[config.mk]
export PLATFORM = sky130hd
export DESIGN_NAME = if_stage
export DESIGN_NICKNAME = d
export VERILOG_FILES = /design/src/rtl/if_stage.sv
export SDC_FILE = /design/constraint.sdc
export NUM_CORES = 1
export LEC_CHECK = 0
export ABC_AREA = 1
export ABC_CLOCK_PERIOD_IN_PS = 2080
export BUFFER_PORTS_ARGS = -buffer_cell sky130_fd_sc_hd__buf_2
export CORE_ASPECT_RATIO = 0.75
export CORE_MARGIN = 3
export CORE_UTILIZATION = 45
export CTS_CLUSTER_SIZE = 14
export DETAILED_ROUTE_END_ITERATION = 8
export PLACE_DENSITY = 0.81
export SLEW_MARGIN = 20
export SYNTH_ARGS = -nofsm -noshare
export SYNTH_HDL_FRONTEND = slang
export SYNTH_SLANG_ARGS = --single-unit
[constraint.sdc]
create_clock -name clk -period 2.08 [get_ports clk]
set_clock_uncertainty 0.15 [all_clocks]
set_input_delay 0.416 -clock clk [delete_from_list [all_inputs] [get_ports clk]]
set_output_delay 0.416 -clock clk [all_outputs]
set_load 0.01 [all_outputs]
[src/rtl/if_stage.sv]
// ============================================================================
// Module  : if_stage
// Brief   : MIPS32 instruction-fetch stage: PC, IF/ID register, stall,
//           redirect/flush, sticky halt and a retired-fetch counter.
// Revision: 1.0 - initial release
// ============================================================================
`default_nettype none

module if_stage #(
  parameter logic [31:0] RESET_PC  = 32'h0000_0000,
  parameter logic [31:0] NOP_INSTR = 32'h0000_0000,
  parameter int          CNT_W     = 32
) (
  input  logic             clk,
  input  logic             rst_n,
  output logic [31:0]      imem_addr,
  input  logic [31:0]      imem_instr,
  input  logic             stall,
  input  logic             redirect_valid,
  input  logic [31:0]      redirect_target,
  input  logic             halt,
  output logic             if_id_valid,
  output logic [31:0]      if_id_instr,
  output logic [31:0]      if_id_pc,
  output logic [31:0]      if_id_pc4,
  output logic [CNT_W-1:0] fetch_count,
  output logic             halted
);

  typedef enum logic [1:0] {
    ST_BOOT   = 2'd0,
    ST_RUN    = 2'd1,
    ST_HALTED = 2'd2
  } state_t;

  localparam logic [31:0] c_align_mask = 32'hFFFF_FFFC;

  state_t           r_state;
  logic [31:0]      r_pc;
  logic [31:0]      w_pc_plus4;
  logic             r_if_id_valid;
  logic [31:0]      r_if_id_instr;
  logic [31:0]      r_if_id_pc;
  logic [31:0]      r_if_id_pc4;
  logic [CNT_W-1:0] r_fetch_count;
  logic             r_halted;

  // Fetch address comes only from the PC register, never from control inputs.
  assign imem_addr   = r_pc;
  assign w_pc_plus4  = r_pc + 32'd4;

  assign if_id_valid = r_if_id_valid;
  assign if_id_instr = r_if_id_instr;
  assign if_id_pc    = r_if_id_pc;
  assign if_id_pc4   = r_if_id_pc4;
  assign fetch_count = r_fetch_count;
  assign halted      = r_halted;

  always_ff @(posedge clk or negedge rst_n) begin
    if (!rst_n) begin
      r_state       <= ST_BOOT;
      r_pc          <= RESET_PC & c_align_mask;
      r_if_id_valid <= 1'b0;
      r_if_id_instr <= NOP_INSTR;
      r_if_id_pc    <= 32'd0;
      r_if_id_pc4   <= 32'd0;
      r_fetch_count <= '0;
      r_halted      <= 1'b0;
    end else begin
      case (r_state)
        ST_BOOT: begin
          if (halt) begin
            r_state  <= ST_HALTED;
            r_halted <= 1'b1;
          end else begin
            r_state  <= ST_RUN;
          end
        end

        ST_RUN: begin
          if (halt) begin
            r_state       <= ST_HALTED;
            r_halted      <= 1'b1;
            r_if_id_valid <= 1'b0;
            r_if_id_instr <= NOP_INSTR;
          end else if (redirect_valid) begin
            // Redirect wins over stall: the wrong-path slot is flushed.
            r_pc          <= redirect_target & c_align_mask;
            r_if_id_valid <= 1'b0;
            r_if_id_instr <= NOP_INSTR;
          end else if (!stall) begin
            r_if_id_valid <= 1'b1;
            r_if_id_instr <= imem_instr;
            r_if_id_pc    <= r_pc;
            r_if_id_pc4   <= w_pc_plus4;
            r_pc          <= w_pc_plus4;
            r_fetch_count <= r_fetch_count + CNT_W'(1);
          end
        end

        ST_HALTED: begin
          r_halted <= 1'b1;
        end

        default: begin
          r_state       <= ST_HALTED;
          r_halted      <= 1'b1;
          r_if_id_valid <= 1'b0;
          r_if_id_instr <= NOP_INSTR;
        end
      endcase
    end
  end

endmodule

`default_nettype wire

==> results of run 1 <==
## sequential cells by signal, summed over array words and instances, names as in the netlist
| signal | flops |
|---|---|
| r_state | 2 |
| if_id_instr | 32 |
| fetch_count | 32 |
| halted | 1 |
| if_id_pc | 30 |
| if_id_pc4 | 30 |
| if_id_valid | 1 |
| imem_addr | 30 |
## routing by layer
metal,vias to the layer above,global-route usage (%)
li1,3677,-
met1,3574,35.56
met2,343,34.62
met3,15,6.687
met4,0,4.374
met5,-,0
## cell families (layout without fill, tap and decap cells)
family / count (synthesis) / after routing / synth area share [%]
XOR/XNOR: 24 / 24 / 2.654
other: 1 / 6 / 0.04736
flip-flops: 158 / 158 / 49.93
adder cells (fa/ha/maj): 2 / 2 / 0.3160
AND/OR/NAND/NOR: 595 / 595 / 31.27
buffers and inverters: 143 / 381 / 7.647
AO/OA/AOI/OAI: 117 / 117 / 8.137
## worst register-to-register path: stages, from the launching register on
cell and delay, ns:
dfrtp_1 0.37, ha_2 0.22, nand2_2 0.09, nor2_4 0.23, nand2_4 0.15, nor2_4 0.23, nand2_1 0.07, nand2_1 0.07
nand3_1 0.08, nand2_1 0.07, nand2_1 0.04
## power by group through the flow
stage          clock [mW]  sequential [mW]  combinational, mW
2_1_floorplan           0             3.37              0.323
3_3_place_gp            0             3.34              0.702
3_5_place_dp            0             3.35              0.718
4_1_cts              3.03             3.29              0.722
5_1_grt              3.17             3.31              0.816
6_report             2.97             3.29              0.729
## cell type report
class                      instances  share of cell area, %
sequential                       158                  39.73
tap                              236                  2.967
multi-input combinational        744                  33.97
inverter                         105                  3.961
timing repair buffer             244                  13.79
clock inverter                    15                  1.295
clock buffer                      17                  4.275
## final timing paths
path / endpoint / cells past startpoint / slack [ns] / from
worst max-delay path: imem_addr[28]$_DFFE_PN0P_ / 10 / 0.20 / imem_addr[2]$_DFFE_PN0P_
worst min-delay path: r_state[0]$_DFFE_PN0P_ / 2 / 0.05 / halt
worst max register to register: imem_addr[28]$_DFFE_PN0P_ / 10 / 0.20 / imem_addr[2]$_DFFE_PN0P_
worst min register to register: if_id_pc4[13]$_DFFE_PN0P_ / 2 / 0.33 / if_id_pc4[13]$_DFFE_PN0P_
max in group asynchronous: imem_addr[30]$_DFFE_PN0P_ / 3 / 0.80 / rst_n
min in group asynchronous: if_id_pc4[6]$_DFFE_PN0P_ / 2 / 0.30 / rst_n
## timing repair
item / CTS / global route
gates resized for setup: 0 / 1
setup buffers: 0 / 2
endpoints found under the hold margin: 30 / 0
hold buffers: 1 / 0
endpoints found under the setup margin: 0 / 4
## stage by stage
stage,instance area [µm²],util [%],std cells,setup slack [ns]
CTS,9933,58.32,1517,0.1778
global placement,9369,55.01,1484,0.09116
finish,9951,58.43,1519,0.1981
detailed placement,9369,55.01,1484,0.08375
floorplan,7938,-,1045,0.4214
global route,9951,58.43,1519,0.03405
## cell usage in the layout (no fill, tap or decap), drive strengths merged, types with 4 or more instances in the layout
master	count
inv	113
buf	243
xnor2	10
o211ai	4
clkbuf	17
conb	6
o21ai	97
xor2	14
nor2	150
nand2	380
nand3b	6
o22ai	4
o21a	8
dfrtp	158
nand3	49
clkinv	4
nand4	8
==> results.cfg, run 1 <==
[floorplanning]
fp-row-count = 41
die_w_um = 159.2
dieArea_mm2 = 0.01924
ios = 231
die_h_um = 120.9
core_area_mm2 = 0.01703
start_util_pct = 46.50

[worst_setup_path]
required_ns = 2.25
cpMostUsedCell = nand2_1
end_kind = flop
max_stage_delay_ns = 0.37
crit_path_max_fanout = 7
crit_path_start_kind = flop
crit_chain = ha_2, nand2_2, nor2_4, nand2_4, nor2_4, nand2_1, nand2_1, nand3_1, nand2_1, nand2_1
path_class = reg2reg
critical_path_buf_inv_count = 0
crit_path_top_delay_cell = dfrtp_1
crit_family = simple AND/OR/NAND/NOR gates
cp.arrival_ns = 2.05

[sta]
fin_crit_ns = 1.882
whs_ns = 0.04548
fmax_ghz = 0.5314
slew_violations = 0
setup_viol = 0
period_share_pct = 90.48
hold_viol_final = 0
setup_tns_ns = 0
rsz0062_at_grt = false

[place]
gp_congestion = 0.9131
io_buffers = 222
hpwl_um = 17000

[finish]
fillerInstances = 1591
antenna_cells = 0
fin_nets = 1341
syn_to_final_growth_pct = 25.66
regArea_mm2 = 0.003954
multi_input_area_mm2 = 0.003381
final_layout_size_suffix_gt1_share_pct = 24.47

[power]
total_power_mw = 6.991
p_comb_share_pct = 10.4
power.leakage_nw = 5.264
p_switching_mw = 1.984
power.internal_mw = 5.007
switching_share_pct = 28.37
max-vdd-ir-drop_mv = 0.4226
p_per_area_mw_per_mm2 = 702.5
clkPwrFrac_pct = 42.5
pwr-share-seq_pct = 47.1

[clock_tree]
path_clk_slew_ns = 0.07
cts_sinks = 158
htreeDepth = 4
worstSkewPairLatency_ns = 0.42
cts_made_buffers = 17
cts-root-buf = clkbuf_16
cts_tree = built
clockBufferDepth = 2

[logic_synthesis]
yosysUniqueCellTypes = 33
ys_top_cells_by_area = dfrtp_1 50%, nand2_1 18%, nor2_1 6.1%
ys.flop_type = dfrtp_1
synth-edff-count = 0
async_flop_share_pct = 100.0
synth_most_common_cell = nand2_1
netlist_instances = 1040
ys_ff_latch = 158
synthTopCellsByCount = 375 x nand2_1, 158 x dfrtp_1, 128 x nor2_1
synth_top_area_share_pct = 49.93
ys_warn_count = 0
synthesis.area_mm2 = 0.007919
syn_area_per_cell_um2 = 7.614
synth_top_cell_by_area = dfrtp_1
ys_seq_area_share_pct = 49.93

[routing]
drcViolationCount = 0
viasPerCell = 5.009
wl_per_cell_um = 14.86
routed.top_layer = met4
ant_nets = 0
wl_met1_um = 10450
wl_met3_um = 2127
wl_um = 22580
first_pass_iters = 5
num_vias = 7609
wl_met2_um = 9829
drt-initial-drc-count = 577

[global_routing]
grt_pass1_vias = 7021
grt_pass1_wl_um = 36500
grt_overflow_total = 0
grt_max_degree = 61
grt_usage_pct = 23.71
antenna_found_initial = 0

[worst_hold_path]
hold_path_class = in2reg

[run_status]
status = finished, final reports clean

[flow_run]
maxCapViolCount = 0
No activity file was read; power rests on OpenSTA's default activity.
==> run 2, diff against run 1 <==
SETUP_SLACK_MARGIN = 0.5   (was not set)
==> run 2 against run 1 <==
Effect of this change:
- sequential cell count is the same
- combinational power grew 60%
- global-route usage grew 2.0 points
- via count grew 14%
- hold slack gained 0.011 ns
- sequential share of layout area shrank 7.3 points
- count of clock-buffer cells in the layout grew 4
- clock power grew 12%
- die area is the same
==> results.cfg, run 2 (synthesized netlist as in run 1, its figures left out) <==
[power]
power.leakage_nw = 6.269
max-vdd-ir-drop_mv = 0.3453
power.internal_mw = 5.736
p_comb_share_pct = 15.0
switching_share_pct = 26.62
p_switching_mw = 2.081
p_per_area_mw_per_mm2 = 633.1
pwr-share-seq_pct = 42.3
total_power_mw = 7.817
clkPwrFrac_pct = 42.7

[routing]
drt-initial-drc-count = 986
drcViolationCount = 0
wl_um = 29260
num_vias = 8690
viasPerCell = 5.302
ant_nets = 0
first_pass_iters = 6
wl_per_cell_um = 17.85

[global_routing]
grt_usage_pct = 25.69
top_usage_layer = met2
antenna_found_initial = 1
grt_pass1_wl_um = 39420
grt_pass1_vias = 7512
grtUsageMet1_pct = 36.82
globalRouteMet3Util_pct = 6.755
grt_max_degree = 52
met2_usage_pct = 38.77
grt_overflow_total = 0

[sta]
setup_viol = 0
hold_viol_final = 0
rsz0062_at_grt = true
setup_tns_ns = 0
period_share_pct = 90.09
tightestPinTransition_ns = 0.5010
relSlewSlack_pct = 66.60
slew_violations = 0
fin_crit_ns = 1.874
fmax_ghz = 0.5337

[finish]
stdcell_count = 1639
mostFrequentLayoutCells = 292 x nand2_1, 183 x buf_2, 120 x dfrtp_1
final_layout_size_suffix_gt1_share_pct = 45.26
fillerInstances = 1236
syn_to_final_growth_pct = 55.92
fin_nets = 1462
mostFrequentLayoutCell = nand2_1
post-route-util_pct = 72.49
regArea_mm2 = 0.004001
stdcell_area_mm2 = 0.01235
antenna_cells = 0
multi_input_area_mm2 = 0.004154

[run_status]
status = finished, final reports clean

[clock_tree]
path_clk_slew_ns = 0.06
worstSkewPairLatency_ns = 0.42
cts-root-buf = clkbuf_16
cts_made_buffers = 17
cts_tree = built
cts_sinks = 158
clockBufferDepth = 2
htreeDepth = 4

[place]
hpwl_um = 17140
gp_congestion = 0.9110
io_buffers = 222
dp_cells = 1488
dpl_cell_area_mm2 = 0.009385

[worst_hold_path]
hold_path_class = in2reg
worst_hold_startpoint = imem_instr[0]

[flow_run]
maxCapViolCount = 0

[worst_setup_path]
cp.arrival_ns = 2.04
crit_family = simple AND/OR/NAND/NOR gates
r2r_setup_slack_ns = 0.21
path_class = reg2reg
worstReg2RegEnd = fetch_count[22]$_DFFE_PN0P_
crit_end = fetch_count[22]$_DFFE_PN0P_
required_ns = 2.24
crit_cells = 10
ff2ff_path_depth = 10
max_stage_delay_ns = 0.45
crit_chain = ha_4, inv_2, nor2_4, nand2_4, nor2_4, inv_2, nor2_1, nand4_1, nand2_1, inv_1
cp-startpoint = fetch_count[1]$_DFFE_PN0P_
r2r_start = fetch_count[1]$_DFFE_PN0P_
critical_path_buf_inv_count = 3
crit_path_top_delay_cell = dfrtp_2
crit_path_start_kind = flop
end_kind = flop
crit_path_max_fanout = 5

[floorplanning]
dieArea_mm2 = 0.01924
fp-row-count = 41
die_w_um = 159.2
die_h_um = 120.9
core_area_mm2 = 0.01703
ios = 231
start_util_pct = 46.50
## run 2: worst min path at each step
stage / slack, ns / cells past startpoint / end
after global placement: 0.24 / 1 / if_id_pc[3]$_DFFE_PN0P_
after detailed placement: 0.24 / 1 / if_id_pc4[4]$_DFFE_PN0P_
after CTS: 0.03 / 2 / r_state[0]$_DFFE_PN0P_
after global routing: 0.05 / 2 / r_state[0]$_DFFE_PN0P_
final: 0.06 / 3 / if_id_instr[0]$_DFFE_PN0P_
after floorplan: -0.03 / 0 / fetch_count[0]$_DFFE_PN0P_
## run 2: final cells by class
class | count | area share (%)
clock inverters | 10 | 1.328
repair inverters | 2 | 0.1419
inverters | 105 | 3.405
well taps | 236 | 2.392
clock buffers | 21 | 3.648
repair buffers | 363 | 23.03
multi-input cells | 744 | 33.64
flip-flops and latches | 158 | 32.41
## run 2: power by group through the flow
stage	combinational (mW)	clock (mW)	sequential (mW)
final	1.17	3.34	3.31
after floorplan	0.324	0	3.37
after detailed placement	0.729	0	3.34
after global placement	0.712	0	3.34
after global routing	1.25	3.52	3.32
after CTS	0.950	3.36	3.29
## run 2: what timing repair did
item | CTS | global route
hold buffers | 1 | 0
gates resized for setup | 108 | 262
cloned | 2 | 8
hold endpoints to repair | 44 | 0
buffers inserted | 62 | 47
pin swaps | 30 | 57
setup endpoints to repair | 188 | 190
## run 2: per-stage QoR
step           setup WS [ns]  hold WS [ns]
6_report              0.2062       0.05675
5_1_grt              0.09103       0.05189
4_1_cts               0.3647       0.03191
3_5_place_dp         0.02656        0.2443
3_3_place_gp         0.08777        0.2429
2_1_floorplan         0.4481      -0.02959
## run 2: worst register-to-register path: cells and delay by family (launching register included)
family	cells	cell delay (ns)
DFF	1	0.45
adders and majority gates	1	0.16
buffers and inverters	3	0.19
and+or+nand+nor	6	0.83
## run 2: metal layers
layer / up-vias / routed length (µm)
met1: 4138 / 11820
met4: 2 / 618
met5: - / 7
li1: 3935 / -
met2: 542 / 13640
met3: 73 / 3183
==> run 3, diff against run 2 <==
ABC_CLOCK_PERIOD_IN_PS = 1520   (was 2080)
CELL_PAD_IN_SITES_DETAIL_PLACEMENT = 0   (was not set)
CELL_PAD_IN_SITES_GLOBAL_PLACEMENT = 1   (was not set)
CORE_UTILIZATION = 35   (was 45)
CTS_BUF_LIST = sky130_fd_sc_hd__clkbuf_8   (was not set)
PLACE_DENSITY = 0.89   (was 0.81)
clock period = 1.52 ns   (was 2.08 ns; I/O delays follow)
==> run 3 against run 2 <==
Effect of this change:
- the run now ends with hold timing, setup timing left
- critical endpoint is now if_id_pc4[31]$_DFFE_PN0P_
- worst setup slack worse by 0.52 ns
- highest routed layer is now met4
- first-iteration DRC count down 27%
- via count up 12%
==> results.cfg, run 3 (synthesized netlist as in run 1, its figures left out) <==
[run_status]
status = finished with violations
violations = hold timing, setup timing

[power]
p_switching_mw = 3.199
pwr-share-seq_pct = 42.7
p_per_area_mw_per_mm2 = 663.4
power.leakage_nw = 8.007
p_comb_share_pct = 21.4
switching_share_pct = 30.37
clkPwrFrac_pct = 35.8
max-vdd-ir-drop_mv = 0.4943
power.internal_mw = 7.332

[sta]
fin_crit_ns = 1.834
setup_viol = 193
slew_violations = 0
whs_ns = -0.4372
hold_viol_final = 158
rsz0062_at_grt = true
fmax_ghz = 0.5454
setup_tns_ns = -17.82
period_share_pct = 120.6
setup_slack_ns = -0.3135

[worst_setup_path]
cp.arrival_ns = 2.04
required_ns = 1.73
crit_path_start_kind = flop
end_kind = flop
crit_path_max_fanout = 3
path_class = reg2reg
ff2ff_path_depth = 11

[clock_tree]
htreeDepth = 4
clockBufferDepth = 2
path_clk_slew_ns = 0.10
cts_made_buffers = 17
worstSkewPairLatency_ns = 0.47
cts_sinks = 158
cts_tree = built
cts_hold_buf = 40
cts-root-buf = clkbuf_8

[routing]
drt-initial-drc-count = 718
num_vias = 9757
viasPerCell = 5.004
ant_nets = 0
wl_um = 36610
wl_per_cell_um = 18.77
first_pass_iters = 5
drcViolationCount = 0

[floorplanning]
die_h_um = 136.3
start_util_pct = 36.50
fp-row-count = 46
ios = 231
core_area_mm2 = 0.02170
dieArea_mm2 = 0.02448
die_w_um = 179.7

[global_routing]
grt_pass1_wl_um = 50320
grt_pass1_vias = 9299
grt_max_degree = 47
antenna_found_initial = 0
grt_overflow_total = 0
grt_usage_pct = 26.19

[finish]
mostFrequentLayoutCells = 258 x nand2_1, 210 x buf_4, 194 x buf_6
mostFrequentLayoutCell = nand2_1
final_layout_size_suffix_gt1_share_pct = 58.30
fin_nets = 1720
post-route-util_pct = 73.16
fillerInstances = 1432
antenna_cells = 0
syn_to_final_growth_pct = 100.5

[place]
io_buffers = 222
gp_congestion = 0.9169
hpwl_um = 20100

[worst_hold_path]
hold_path_class = in2async

[flow_run]
maxCapViolCount = 0
run 3: changes by cell type in the layout (fill, tap and decap cells not counted), moves of 18 or more:
cell and change:
buf_2 -49, buf_4 +119, buf_6 +131, dlygate4sd3_1 +39
nand2_1 -34, nand2_4 +20, nor2_1 -30, nor2_4 +18
o21ai_0 -39, o21ai_2 +41
run 3: per-stage QoR:
| stage | total power [mW] | setup WS [ns] | cell area (µm²) | std cells |
|---|---|---|---|---|
| after floorplan | 5.095 | -0.06263 | 8103 | 1045 |
| after global placement | 5.851 | -0.2127 | 10470 | 1650 |
| after detailed placement | 5.869 | -0.1876 | 10470 | 1650 |
| after CTS | 10.10 | -0.1589 | 14210 | 1862 |
| after global routing | 10.89 | -0.3638 | 15870 | 1950 |
| final | 10.53 | -0.3135 | 15870 | 1950 |
run 3: repair_timing:
item | CTS | global route
endpoints found under the hold margin | 199 | 159
gates resized for setup | 457 | 227
buffers inserted | 124 | 82
pin swaps | 71 | 77
endpoints found under the setup margin | 313 | 314
gates cloned | 16 | 6
run 3: worst paths after layout:
check / start / to / slack [ns]
max in group asynchronous: rst_n / fetch_count[29]$_DFFE_PN0P_ / 1.05
worst min register to register: if_id_pc4[25]$_DFFE_PN0P_ / if_id_pc4[25]$_DFFE_PN0P_ / 0.34
worst max register to register: imem_addr[4]$_DFFE_PN0P_ / if_id_pc4[31]$_DFFE_PN0P_ / -0.31
worst min-delay path: rst_n / if_id_pc4[4]$_DFFE_PN0P_ / -0.44
min in group clk: redirect_target[9] / imem_addr[9]$_DFFE_PN0P_ / 0.02
worst max-delay path: imem_addr[4]$_DFFE_PN0P_ / if_id_pc4[31]$_DFFE_PN0P_ / -0.31
run 3: critical path: stages (launching register included):
cell	delay, ns
dfrtp_2	0.45
buf_6	0.14
nand2_4	0.06
nor2_4	0.20
buf_6	0.14
nand2_4	0.07
nor2_4	0.16
nand2_1	0.08
nand2_1	0.10
nand2_2	0.07
nand2_1	0.07
nand2_1	0.05
run 3: per-layer routing:
metal	wire (µm)	vias to the layer above	GRT usage (%)
met2	17410	470	41.80
met3	3166	62	5.911
met4	792	0	6.483
li1	-	4454	-
met1	15240	4771	36.47
met5	0	-	0
run 3: power by group through the flow:
| stage | Sequential (mW) | Clock, mW | Combinational [mW] |
|---|---|---|---|
| 2_1_floorplan | 4.62 | 0 | 0.475 |
| 3_3_place_gp | 4.54 | 0 | 1.31 |
| 3_5_place_dp | 4.54 | 0 | 1.33 |
| 4_1_cts | 4.47 | 3.81 | 1.81 |
| 5_1_grt | 4.51 | 3.99 | 2.39 |
| 6_report | 4.50 | 3.77 | 2.26 |
run 3: final cells by class:
type	instances	area (µm²)	area share (%)
tap	288	360.3	2.270
timing repair buffer	623	5878	37.03
clock inverter	15	222.7	1.403
multi-input combinational	744	4782	30.13
inverter	105	409.1	2.577
sequential	158	3988	25.12
clock buffer	17	234.0	1.474
